File: src/rtl/div_pkg.sv
// Shared definitions for the divider result display.
//   state_t      : FSM state encoding (IDLE / CONV / SHOW)
//   digit_idx_t  : scan position, 0 = rightmost digit (R units)
//   CODE_*       : internal 4-bit digit codes beyond 0..9
//   SEG_*        : active-low segment patterns {g,f,e,d,c,b,a}
//   dabble_step  : one shift-add-3 iteration on a two-digit BCD value
package div_pkg;

   typedef logic [1:0] state_t;
   localparam state_t IDLE = 2'd0;
   localparam state_t CONV = 2'd1;
   localparam state_t SHOW = 2'd2;

   typedef logic [1:0] digit_idx_t;
   localparam digit_idx_t DIG_R_UNITS = 2'd0;
   localparam digit_idx_t DIG_R_TENS  = 2'd1;
   localparam digit_idx_t DIG_Q_UNITS = 2'd2;
   localparam digit_idx_t DIG_Q_TENS  = 2'd3;

   localparam logic [3:0] CODE_R     = 4'hA;
   localparam logic [3:0] CODE_E     = 4'hE;
   localparam logic [3:0] CODE_BLANK = 4'hF;

   localparam logic [6:0] SEG_0     = 7'h40;
   localparam logic [6:0] SEG_1     = 7'h79;
   localparam logic [6:0] SEG_2     = 7'h24;
   localparam logic [6:0] SEG_3     = 7'h30;
   localparam logic [6:0] SEG_4     = 7'h19;
   localparam logic [6:0] SEG_5     = 7'h12;
   localparam logic [6:0] SEG_6     = 7'h02;
   localparam logic [6:0] SEG_7     = 7'h78;
   localparam logic [6:0] SEG_8     = 7'h00;
   localparam logic [6:0] SEG_9     = 7'h10;
   localparam logic [6:0] SEG_E     = 7'h06;
   localparam logic [6:0] SEG_R     = 7'h2F;
   localparam logic [6:0] SEG_BLANK = 7'h7F;

   // Correct any digit >= 5 by adding 3, then shift the next binary bit in.
   function automatic logic [7:0] dabble_step(input logic [7:0] bcd, input logic bit_in);
      logic [7:0] adj;
      adj = bcd;
      if (adj[3:0] >= 4'd5) adj[3:0] = adj[3:0] + 4'd3;
      if (adj[7:4] >= 4'd5) adj[7:4] = adj[7:4] + 4'd3;
      return {adj[6:0], bit_in};
   endfunction

endpackage

File: src/rtl/seg7_decoder.sv
// Combinational digit-code to seven-segment decoder.
//   code : 0..9 digits, CODE_E, CODE_R, anything else is blank
//   seg  : active-low segments {g,f,e,d,c,b,a}
module seg7_decoder
   import div_pkg::*;
(
   input  logic [3:0] code,
   output logic [6:0] seg
);

   always_comb begin
      seg = SEG_BLANK;
      case (code)
         4'd0:    seg = SEG_0;
         4'd1:    seg = SEG_1;
         4'd2:    seg = SEG_2;
         4'd3:    seg = SEG_3;
         4'd4:    seg = SEG_4;
         4'd5:    seg = SEG_5;
         4'd6:    seg = SEG_6;
         4'd7:    seg = SEG_7;
         4'd8:    seg = SEG_8;
         4'd9:    seg = SEG_9;
         CODE_E:  seg = SEG_E;
         CODE_R:  seg = SEG_R;
         default: seg = SEG_BLANK;
      endcase
   end

endmodule

File: src/rtl/div_result_display.sv
// Shows a 4-bit quotient and remainder as two decimal digits each on a
// multiplexed four-digit seven-segment display, or "Err " on divide by zero.
//   clk, rst      : clock, synchronous active-high reset
//   Q, R          : quotient / remainder to display
//   div_zero      : divisor was zero; show the error pattern instead
//   load, ready   : capture strobe, accepted while ready is high
//   An, Seg, Dp   : active-low anodes, segments {g,f,e,d,c,b,a}, decimal point
// Build option: DISP_LZ_BLANK_EN blanks a zero tens digit.
module div_result_display
   import div_pkg::*;
#(
   parameter int unsigned SCAN_BITS = 16
) (
   input  logic       clk,
   input  logic       rst,
   input  logic [3:0] Q,
   input  logic [3:0] R,
   input  logic       div_zero,
   input  logic       load,
   output logic       ready,
   output logic [3:0] An,
   output logic [6:0] Seg,
   output logic       Dp
);

   state_t                 state;
   logic [2:0]             step;
   logic [3:0]             q_sh, r_sh;
   logic [7:0]             q_bcd, r_bcd;
   logic                   err_cap;
   logic [7:0]             disp_q, disp_r;
   logic                   disp_err;
   logic                   shown;
   logic [SCAN_BITS-1:0]   scan;
   digit_idx_t             sel;
   logic                   active;
   logic [3:0]             code;

   always_ff @(posedge clk) begin
      if (rst) begin
         state    <= IDLE;
         step     <= '0;
         q_sh     <= '0;
         r_sh     <= '0;
         q_bcd    <= '0;
         r_bcd    <= '0;
         err_cap  <= 1'b0;
         disp_q   <= '0;
         disp_r   <= '0;
         disp_err <= 1'b0;
         shown    <= 1'b0;
         scan     <= '0;
      end else begin
         scan <= scan + SCAN_BITS'(1);
         case (state)
            IDLE, SHOW: begin
               if (load) begin
                  q_sh    <= Q;
                  r_sh    <= R;
                  err_cap <= div_zero;
                  q_bcd   <= '0;
                  r_bcd   <= '0;
                  step    <= '0;
                  state   <= CONV;
               end
            end
            CONV: begin
               // Four shift-add-3 iterations, then one edge to publish the
               // finished digits so the display never sees a partial value.
               if (step == 3'd4) begin
                  disp_q   <= q_bcd;
                  disp_r   <= r_bcd;
                  disp_err <= err_cap;
                  shown    <= 1'b1;
                  state    <= SHOW;
               end else begin
                  q_bcd <= dabble_step(q_bcd, q_sh[3]);
                  r_bcd <= dabble_step(r_bcd, r_sh[3]);
                  q_sh  <= {q_sh[2:0], 1'b0};
                  r_sh  <= {r_sh[2:0], 1'b0};
                  step  <= step + 3'd1;
               end
            end
            default: state <= IDLE;
         endcase
      end
   end

   assign ready  = (state != CONV);
   assign sel    = scan[SCAN_BITS-1 -: 2];
   // During a reload the previously published digits stay lit.
   assign active = shown && (state != IDLE);

   always_comb begin
      code = CODE_BLANK;
      if (active) begin
         if (disp_err) begin
            case (sel)
               DIG_Q_TENS:  code = CODE_E;
               DIG_Q_UNITS: code = CODE_R;
               DIG_R_TENS:  code = CODE_R;
               default:     code = CODE_BLANK;
            endcase
         end else begin
            case (sel)
               DIG_Q_TENS:  code = disp_q[7:4];
               DIG_Q_UNITS: code = disp_q[3:0];
               DIG_R_TENS:  code = disp_r[7:4];
               default:     code = disp_r[3:0];
            endcase
`ifdef DISP_LZ_BLANK_EN
            if ((sel == DIG_Q_TENS && disp_q[7:4] == 4'd0) ||
                (sel == DIG_R_TENS && disp_r[7:4] == 4'd0))
               code = CODE_BLANK;
`endif
         end
      end
   end

   seg7_decoder u_dec (
      .code (code),
      .seg  (Seg)
   );

   assign An = active ? ~(4'b0001 << sel) : 4'b1111;
   assign Dp = !(active && !disp_err && (sel == DIG_Q_UNITS));

endmodule

File: config.mk
export PLATFORM = sky130hd
export DESIGN_NAME = div_result_display
export DESIGN_NICKNAME = d
export VERILOG_FILES = /design/src/rtl/div_pkg.sv /design/src/rtl/seg7_decoder.sv /design/src/rtl/div_result_display.sv
export SDC_FILE = /design/constraint.sdc
export NUM_CORES = 1
export LEC_CHECK = 0
export ABC_AREA = 0
export BUFFER_PORTS_ARGS = -buffer_cell sky130_fd_sc_hd__buf_4
export CORE_UTILIZATION = 45
export CTS_BUF_LIST = sky130_fd_sc_hd__clkbuf_8
export CTS_CLUSTER_DIAMETER = 80
export DETAILED_ROUTE_END_ITERATION = 16
export PLACE_DENSITY = 0.65
export REMOVE_ABC_BUFFERS = 1
export SYNTH_ARGS = -nofsm -noshare
export SYNTH_HDL_FRONTEND = slang
export SYNTH_SLANG_ARGS = --single-unit
export TNS_END_PERCENT = 30
File: constraint.sdc
create_clock -name clk -period 1.95 [get_ports clk]
set_input_delay 0.0975 -clock clk [delete_from_list [all_inputs] [get_ports clk]]
set_output_delay 0.0975 -clock clk [all_outputs]
set_load 0.01 [all_outputs]
==> out/metrics.yaml <==
worst_setup_path:
  start_kind: "flop"
  r2r-start: "state[0]$_SDFFE_PP0P_"
  path_cells: "ha_1, a222oi_1, mux2i_2, nor3_4, buf_6, nand3b_1, o221a_1, buf_6"
  slowest_delay_ns: 0.43
  crit_top_cell: "buf_6"
  crit_type: "reg2out"
  r2r_end: "q_sh[2]$_SDFFE_PP0P_"
  reg2reg_slack_ns: 0.24
  cp_max_fo: 8
  cp.depth: 8
  end_kind: "output port"
  r2r_cells: 6
  cp.arrival_ns: 2.39
  crit_required_ns: 1.85
  cp_slowest_cell: "a222oi_1"
  cp_top_family: "compound AO/OA/AOI/OAI gates"
  crit_buf_inv: 2
  worstSetupStartpoint: "scan[14]$_SDFF_PP0_"
  crit_end: "Seg[0]"
sta:
  relSlewSlack: 0.559
  fmax_ghz: 0.402
  fin_crit_ns: 2.49
  fin_setup_tns_ns: -3.37
  finalMaxSlewViolations: 0
  worstMarginPinSlew_ns: 0.661
  hold_violations: 0
  finalClockSkew_ns: 0.00429
  setup_viol: 7
  period_share: 1.28
  rsz0062_at_grt: "true"
  setup_ws_ns: -0.539
floorplanning:
  die-area_um2: 7450
  die_w_um: 86.3
  core_area_um2: 6830
  ios: 25
  die_y_um: 86.3
  row_count: 30
  initial_core_util: 0.468
outcome:
  outcome: "finished with violations"
  violations: "negative setup slack"
routing:
  drc: 0
  num_vias: 2780
  drt_first_pass_iters: 4
  ant_nets: 0
  drt-wirelength-per-cell_um: 12.4
  viasPerCell: 5.08
  drtIter0Drc: 125
  wl_mm: 6.77
global_routing:
  antenna_found_initial: 0
  grt_max_degree: 65
  grt_overflow_total: 0
  grt_pass1_vias: 2447
  grtUsageTotal: 0.191
  grt_pass1_wl_mm: 11.2
clock_tree:
  root_buffer: "clkbuf_8"
  insertion_delay_ns: 0.34
  clkSinkCount: 64
  htree_levels: 3
  cts_buffers: 9
  path_clk_slew_ns: 0.07
  cts_tree: "built"
  clock_path_buffers: 2
synth:
  yosysSeqAreaShare: 0.400
  netlist.top_cell.by_area: "dfxtp_1"
  synth_edf_count: 0
  synth_seq_cells: 64
  avgSynthCellArea_um2: 8.06
  synth_top_area_frac: 0.400
  synth_ff_type: "dfxtp_1"
  synth_cell_type_count: 41
  yosys_warnings: 0
  syn_inst: 397
  async_reset_ff_frac: 0
  netlist_area_um2: 3200
  synth_area_leaders: "dfxtp_1, ha_1, nand2_1"
finish:
  fin_nets: 480
  syn_to_final_growth_pct: 22.5
  diodes: 0
  final_layout_size_suffix_gt1_frac: 0.197
  layout_commonest_cell: "nand2_1"
  final_cell_mix: "nand2_1, dfxtp_1, buf_4"
  finalCoreUtilization: 0.574
  instances_no_fill: 547
hold_path:
  hold_path_class: "in2reg"
placement:
  dp_hpwl_mm: 4.58
  dp.cells: 524
  gp_congestion: 0.735
  place_ws_ns: -0.240
  io_buffers: 24
power_and_ir_drop:
  ir_drop_mv: 0.416
  p_leak_nw: 1.48
  p_per_area_nw_per_um2: 670
  power.total_mw: 2.63
flow_run:
  maxCapViolations: 0
[worst min-delay path: stages]
cell,delay [ns]
buf_4,0.11
nand2_1,0.04
a311oi_1,0.07
[cells in the mapped netlist (all sizes together) (3+ instances only)]
| library cell | count |
|---|---|
| nand2b | 6 |
| xnor2 | 10 |
| nor2b | 4 |
| o221a | 3 |
| buf | 8 |
| nand3 | 27 |
| mux2i | 7 |
| and3 | 4 |
| nor3 | 10 |
| o21ai | 11 |
| clkbuf | 11 |
| a222oi | 3 |
| ha | 22 |
| a21oi | 48 |
| inv | 20 |
| xor2 | 10 |
| dfxtp | 64 |
| nand2 | 72 |
| nor2 | 33 |
| a311oi | 6 |
[layout make-up]
class,count,area (µm²)
Clock inverter,7,63.8
Multi-Input combinational cell,294,1800
Timing Repair Buffer,57,447
Inverter,20,77.6
Fill cell,641,2910
Tap cell,96,120
Clock buffer,9,124
Sequential cell,64,1290
[flip-flops by register name, indices dropped and copies added, names as in the netlist]
signal    count
state         2
disp_q        8
disp_r        8
r_sh          4
scan         16
r_bcd         8
q_bcd         8
shown         1
q_sh          4
step          3
err_cap       1
disp_err      1
[timing repair]
action,4_1_cts,5_1_grt
cloned,0,0
pin swaps,6,7
setup buffers,3,1
hold endpoints to repair,3,0
resized for setup,10,11
setup endpoints to repair,7,7
hold buffers,3,0
[metal layers]
layer,global-route usage,share of wire,up-vias
met5,0,0,-
met4,0.0864,0.013,0
met3,0.0305,0.032,8
met2,0.304,0.46,43
met1,0.255,0.50,1281
li1,-,-,1448
[how the worst min path moves through the flow]
| stage | slack [ns] | cells after the start | start | end |
|---|---|---|---|---|
| detailed placement | 0.36 | 3 | Q[0] | q_sh[0]$_SDFFE_PP0P_ |
| global route | 0.05 | 3 | Q[3] | q_sh[3]$_SDFFE_PP0P_ |
| global placement | 0.35 | 3 | R[0] | r_sh[0]$_SDFFE_PP0P_ |
| CTS | 0.01 | 3 | R[1] | r_sh[1]$_SDFFE_PP0P_ |
| floorplan | 0.16 | 1 | rst | scan[0]$_SDFF_PP0_ |
| finish | 0.03 | 3 | R[1] | r_sh[1]$_SDFFE_PP0P_ |
[cell families (layout without fill, tap and decap cells)]
family | count (synthesis) | after routing | share of synthesized area
compound gates | 80 | 80 | 0.150
xor+xnor | 20 | 20 | 0.0547
fa+ha+maj | 22 | 22 | 0.0860
buf+inv | 39 | 93 | 0.0500
flops | 64 | 64 | 0.400
mux | 7 | 7 | 0.0219
simple gates | 165 | 165 | 0.237
[stage by stage]
step                      cell area (µm²)  hold WS [ns]
after floorplan                      3120         0.164
after global placement               3610         0.346
after detailed placement             3610         0.360
after CTS                            3870        0.0132
after global routing                 3920        0.0467
final                                3920        0.0271
[report_power, final]
group / switching [mW] / internal [mW] / total [mW]
Combinational: 0.111 / 0.0698 / 0.180
Clock: 0.518 / 0.578 / 1.10
Sequential: 0.0194 / 1.33 / 1.35
(Power assumes the default switching activity.)
